$ cat src/rtl/debouncer_array.sv
`default_nettype none
// ============================================================================
// Module   : debouncer_array
// Brief    : Per-channel switch debouncer with edge ticks and optional
//            long-press detection (enabled by macro DEBOUNCER_ARRAY_HOLD_EN).
// Revision : 1.0
// ============================================================================
module debouncer_array #(
  parameter int CHANNELS    = 4,
  parameter int CLK_FREQ_HZ = 50_000_000,
  parameter int INTERVAL_MS = 40,
  parameter int HOLD_MS     = 1000
) (
  input  logic                clk,
  input  logic                reset,
  input  logic [CHANNELS-1:0] sw,
  output logic [CHANNELS-1:0] db_level,
  output logic [CHANNELS-1:0] rise_tick,
  output logic [CHANNELS-1:0] fall_tick,
  output logic [CHANNELS-1:0] hold_tick,
  output logic                any_event
);

  localparam int DB_CYCLES = (CLK_FREQ_HZ / 1000) * INTERVAL_MS;
  localparam int CNT_W     = (DB_CYCLES > 2) ? $clog2(DB_CYCLES) : 1;
  localparam logic [CNT_W-1:0] CNT_LOAD = CNT_W'(DB_CYCLES - 1);
  localparam logic [CNT_W-1:0] CNT_ONE  = CNT_W'(1);

`ifdef DEBOUNCER_ARRAY_HOLD_EN
  localparam int HOLD_CYCLES = (CLK_FREQ_HZ / 1000) * HOLD_MS;
  localparam int HOLD_W      = $clog2(HOLD_CYCLES + 1);
  localparam logic [HOLD_W-1:0] HOLD_MAX  = HOLD_W'(HOLD_CYCLES);
  localparam logic [HOLD_W-1:0] HOLD_LAST = HOLD_W'(HOLD_CYCLES - 1);
  localparam logic [HOLD_W-1:0] HOLD_ONE  = HOLD_W'(1);

  if (HOLD_CYCLES < 1) begin : g_bad_hold
    $error("debouncer_array: HOLD_CYCLES must be at least 1");
  end
`endif

  localparam logic [1:0] ST_LOW       = 2'd0;
  localparam logic [1:0] ST_RISE_WAIT = 2'd1;
  localparam logic [1:0] ST_HIGH      = 2'd2;
  localparam logic [1:0] ST_FALL_WAIT = 2'd3;

  if (DB_CYCLES < 2 || CHANNELS < 1 || CHANNELS > 32 || HOLD_MS < 0) begin : g_bad_cfg
    $error("debouncer_array: illegal parameters (DB_CYCLES must be >= 2, CHANNELS 1..32)");
  end

  logic [CHANNELS-1:0] sync1_q;
  logic [CHANNELS-1:0] sync2_q;
  logic [CHANNELS-1:0] rise_d;
  logic [CHANNELS-1:0] fall_d;
  logic                any_event_q;

  always_ff @(posedge clk) begin
    if (reset) begin
      sync1_q <= '0;
      sync2_q <= '0;
    end else begin
      sync1_q <= sw;
      sync2_q <= sync1_q;
    end
  end

  for (genvar i = 0; i < CHANNELS; i++) begin : g_ch
    logic [1:0]       state_q, state_d;
    logic [CNT_W-1:0] cnt_q, cnt_d;
    logic             db_q, db_d;
    logic             rise_q, fall_q;
    logic             ch_rise_d, ch_fall_d;
    logic             sw_sync;

    assign sw_sync = sync2_q[i];

    always_comb begin
      state_d   = state_q;
      cnt_d     = cnt_q;
      db_d      = db_q;
      ch_rise_d = 1'b0;
      ch_fall_d = 1'b0;
      case (state_q)
        ST_LOW: begin
          db_d = 1'b0;
          if (sw_sync) begin
            state_d = ST_RISE_WAIT;
            cnt_d   = CNT_LOAD;
          end
        end
        ST_RISE_WAIT: begin
          if (!sw_sync) begin
            state_d = ST_LOW;
          end else if (cnt_q == '0) begin
            state_d   = ST_HIGH;
            db_d      = 1'b1;
            ch_rise_d = 1'b1;
          end else begin
            cnt_d = cnt_q - CNT_ONE;
          end
        end
        ST_HIGH: begin
          db_d = 1'b1;
          if (!sw_sync) begin
            state_d = ST_FALL_WAIT;
            cnt_d   = CNT_LOAD;
          end
        end
        ST_FALL_WAIT: begin
          if (sw_sync) begin
            state_d = ST_HIGH;
          end else if (cnt_q == '0) begin
            state_d   = ST_LOW;
            db_d      = 1'b0;
            ch_fall_d = 1'b1;
          end else begin
            cnt_d = cnt_q - CNT_ONE;
          end
        end
        default: begin
          state_d = ST_LOW;
          cnt_d   = '0;
          db_d    = 1'b0;
        end
      endcase
    end

    // Reset drops the channel straight to LOW; an in-flight fall is abandoned.
    always_ff @(posedge clk) begin
      if (reset) begin
        state_q <= ST_LOW;
        cnt_q   <= '0;
        db_q    <= 1'b0;
        rise_q  <= 1'b0;
        fall_q  <= 1'b0;
      end else begin
        state_q <= state_d;
        cnt_q   <= cnt_d;
        db_q    <= db_d;
        rise_q  <= ch_rise_d;
        fall_q  <= ch_fall_d;
      end
    end

    assign rise_d[i]    = ch_rise_d;
    assign fall_d[i]    = ch_fall_d;
    assign db_level[i]  = db_q;
    assign rise_tick[i] = rise_q;
    assign fall_tick[i] = fall_q;

`ifdef DEBOUNCER_ARRAY_HOLD_EN
    logic [HOLD_W-1:0] hold_cnt_q, hold_cnt_d;
    logic              hold_q, hold_d;

    // Counter saturates so the long-press tick fires once per press.
    always_comb begin
      hold_cnt_d = hold_cnt_q;
      hold_d     = 1'b0;
      if (!db_q) begin
        hold_cnt_d = '0;
      end else if (hold_cnt_q != HOLD_MAX) begin
        hold_cnt_d = hold_cnt_q + HOLD_ONE;
        hold_d     = (hold_cnt_q == HOLD_LAST);
      end
    end

    always_ff @(posedge clk) begin
      if (reset) begin
        hold_cnt_q <= '0;
        hold_q     <= 1'b0;
      end else begin
        hold_cnt_q <= hold_cnt_d;
        hold_q     <= hold_d;
      end
    end

    assign hold_tick[i] = hold_q;
`else
    assign hold_tick[i] = 1'b0;
`endif
  end

  always_ff @(posedge clk) begin
    if (reset) begin
      any_event_q <= 1'b0;
    end else begin
      any_event_q <= |(rise_d | fall_d);
    end
  end

  assign any_event = any_event_q;

endmodule
`default_nettype wire

$ cat config.mk
export PLATFORM = sky130hd
export DESIGN_NAME = debouncer_array
export DESIGN_NICKNAME = d
export VERILOG_FILES = /design/src/rtl/debouncer_array.sv
export SDC_FILE = /design/constraint.sdc
export NUM_CORES = 1
export LEC_CHECK = 0
export CORE_ASPECT_RATIO = 1.5
export CORE_MARGIN = 10
export CORE_UTILIZATION = 25
export CTS_CLUSTER_SIZE = 12
export DETAILED_ROUTE_END_ITERATION = 10
export PLACE_DENSITY_LB_ADDON = 0.12
export SYNTH_ARGS = -nofsm -noshare
export SYNTH_HDL_FRONTEND = slang
export SYNTH_SLANG_ARGS = --single-unit
$ cat constraint.sdc
create_clock -name clk -period 3.3 [get_ports clk]
set_input_delay 0.66 -clock clk [delete_from_list [all_inputs] [get_ports clk]]
set_output_delay 0.66 -clock clk [all_outputs]
set_load 0.01 [all_outputs]
==> results.cfg <==
[clock_tree]
cts_setup_buffers = 0
cts_hold_buf = 0
root_buffer = clkbuf_16
clock_sink_count = 113
clockBufferDepth = 2
cts_max_level = 4
clkTransAtPathRegs_ns = 0.05
cts_tree = yes
insertion_delay_ns = 0.42
ctsResizeCount = 0
cts_buffers = 17

[yosys]
synth-simple-area-share = 0.255
avgSynthCellArea_um2 = 8.56
synthMuxAreaShare = 0.00835
synth_seq_cells = 113
yosys-top-cells-area = dfxtp_1 37%, ha_1 4.9%, a21oi_1 4.0%
async_flop_share = 0
synth_adder_area_share = 0.0489
yosys_warnings = 0
synthXorXnorAreaFrac = 0.0499
synth_compound_area_frac = 0.214
yosysTopAreaCellShare = 0.368
synth_cells = 718
yosys_most_used_dff = dfxtp_1
ys_seq_area_frac = 0.368
synth_top_family_by_area = simple AND/OR/NAND/NOR gates
yosysUniqueCellTypes = 64
yosysTopAreaCell = dfxtp_1
syn-cell-area_um2 = 6150
synth_edf_count = 0

[finish]
final_common_cell = dfxtp_1
design_area_um2 = 7130
final_cell_mix = 113 x dfxtp_1, 49 x nor2_1, 49 x a21oi_1
fin_nets = 758
diodes = 0
drive_above_1_share = 0.101
area_growth_pct = 15.9

[floorplan]
num_io_pins = 23
die_h_um = 212
core_um2 = 24300
initial_core_util = 0.252
die_area_um2 = 31400
die_w_um = 148
rows = 70

[grt]
grt-ovfl-total = 0
grt_usage = 0.108
antenna_found_initial = 0
grt_pass1_wl_mm = 27.5
grt_pass1_vias = 5482
grt_max_degree = 78

[timing]
setup_tns_ns = 0
grt_setup_unrepaired = false
fin_crit_sh = 0.825
slew_violations = 0
tightest_slew_ns = 1.25
slew_headroom = 0.160
finalClockSkew_ns = 0.00462
hold_violations = 0
setup_viol = 0
max_freq_mhz = 367
period_minus_slack_ns = 2.72

[drt]
drtPass1Iterations = 4
drt-total-wl_mm = 16.5
drc_errors = 0
postRouteAntennaNets = 0
vias = 5411
post_drt_wl_per_cell_um = 15.6
drtIter0Drc = 268
viasPerCell = 5.09

[setup_path]
cp_num_buf_inv = 1
slowest_stage = o21ai_1
worstPathCellList = inv_1 -> ha_1 -> nor2b_1 -> o21ai_1 -> nand2_1 -> a211oi_1 -> a31o_2
critPathLaunchType = flop
cpPeakStageDelay_ns = 0.96
cp_top_family = compound AO/OA/AOI/OAI gates
critPathMaxFanout = 14
path_class = reg -> reg
cp-end-kind = flop
crit_required_ns = 3.67
cp.arrival_ns = 3.09

[power]
ir_drop_mv = 0.341
power_density_nw_per_um2 = 901
power_frac_seq = 0.322
p_leak_uw = 0.00243
internal_power_uw = 3770
p_comb_frac = 0.427
swShare = 0.413
p_switching_uw = 2650
clockPowerShare = 0.251

[job]
maxCapViolCount = 0

[min_path]
hold_path.class = reg -> reg

[placed_design]
hpwlAfterDp_mm = 11.5
globalplace.congestion = 0.805
place_area_um2 = 6620
port_buffers = 18

[outcome]
status = finished, final reports clean
-- metal layers --
layer,track usage,routed length (µm),part of all wire,vias to the layer above
li1,-,-,-,2715
met1,0.115,6940,0.42,2583
met2,0.194,8700,0.53,88
met3,0.0279,513,0.031,25
met4,0.0548,391,0.024,0
met5,0,0,0,-
-- power by group through the flow --
stage | sequential [µW] | clock, µW | combinational [µW]
after floorplan | 1980 | 0 | 2050
after detailed placement | 2090 | 0 | 2740
final | 2070 | 1610 | 2740
after global placement | 2080 | 0 | 2700
after global routing | 2120 | 1720 | 3090
after CTS | 2070 | 1670 | 2750
-- sequential cells by signal, summed over array words and instances (netlist names), named ones only --
signal and cells:
g_ch.db_q 4, g_ch.state_q 4, g_ch.fall_q 4, sync1_q 4
any_event 1, g_ch.rise_q 4, g_ch.cnt_q 84, sync2_q 4
-- final timing paths --
check                          start           endpoint  slack (ns)  cells after the start
setup / recovery  g_ch[3].state_q[0]  g_ch[3].cnt_q[13]        0.58                      7
hold / removal            sync1_q[0]         sync2_q[0]        0.46                      1
setup reg to reg  g_ch[3].state_q[0]  g_ch[3].cnt_q[13]        0.58                      7
hold reg to reg           sync1_q[0]         sync2_q[0]        0.46                      1
-- worst reg2reg max path: stages (launching register included) --
cell and delay [ns]:
dfxtp_1 0.34, inv_1 0.13, ha_1 0.25, nor2b_1 0.09, o21ai_1 0.96, nand2_1 0.49
a211oi_1 0.29, a31o_2 0.13
-- cells by family (layout without fill, tap and decap cells) --
family / after synthesis / in the layout
fa+ha+maj: 24 / 24
other cells: 1 / 4
simple gates: 271 / 271
compound gates: 198 / 198
flops: 113 / 113
mux: 5 / 5
xor+xnor: 35 / 35
buf+inv: 71 / 89
-- through the flow --
step	utilization	hold WS, ns	setup WS, ns	power [µW]	std cells
after floorplan	-	0.414	0.858	4030	721
final	0.293	0.457	0.578	6420	1063
after CTS	0.293	0.462	0.626	6490	1063
after detailed placement	0.272	0.449	0.650	4820	1033
after global routing	0.293	0.465	0.371	6940	1063
after global placement	0.272	0.441	0.641	4780	1033
-- cell usage after synthesis (all sizes together), types with 2 or more instances --
cell       n
a2111oi    9
a211oi    16
a21o       4
a21oi     49
a311oi     7
a31o       5
a31oi     24
and3       3
and4       3
buf       20
clkbuf    27
dfxtp    113
ha        24
inv       23
mux2i      4
nand2     31
nand2b     6
nand3     15
nand3b     3
nand4     10
nand4b     2
nor2      49
nor2b     11
nor3      27
nor3b     10
nor4      22
nor4b      7
o211a      2
o211ai    10
o21a       4
o21ai     31
o311a      2
o311ai     3
o31ai     20
o32ai      2
o41ai      3
or2       14
or3       27
or4       26
or4b       4
xnor2     26
xor2       9
-- area by class of cell --
cell class / count / area [µm²]
multi-input combinational: 537 / 3560
timing repair buffer: 35 / 303
clock buffer: 23 / 468
clock inverter: 7 / 37.5
tap: 324 / 405
fill: 2626 / 17200
sequential: 113 / 2260
inverter: 24 / 90.1
(Power assumes the default switching activity.)
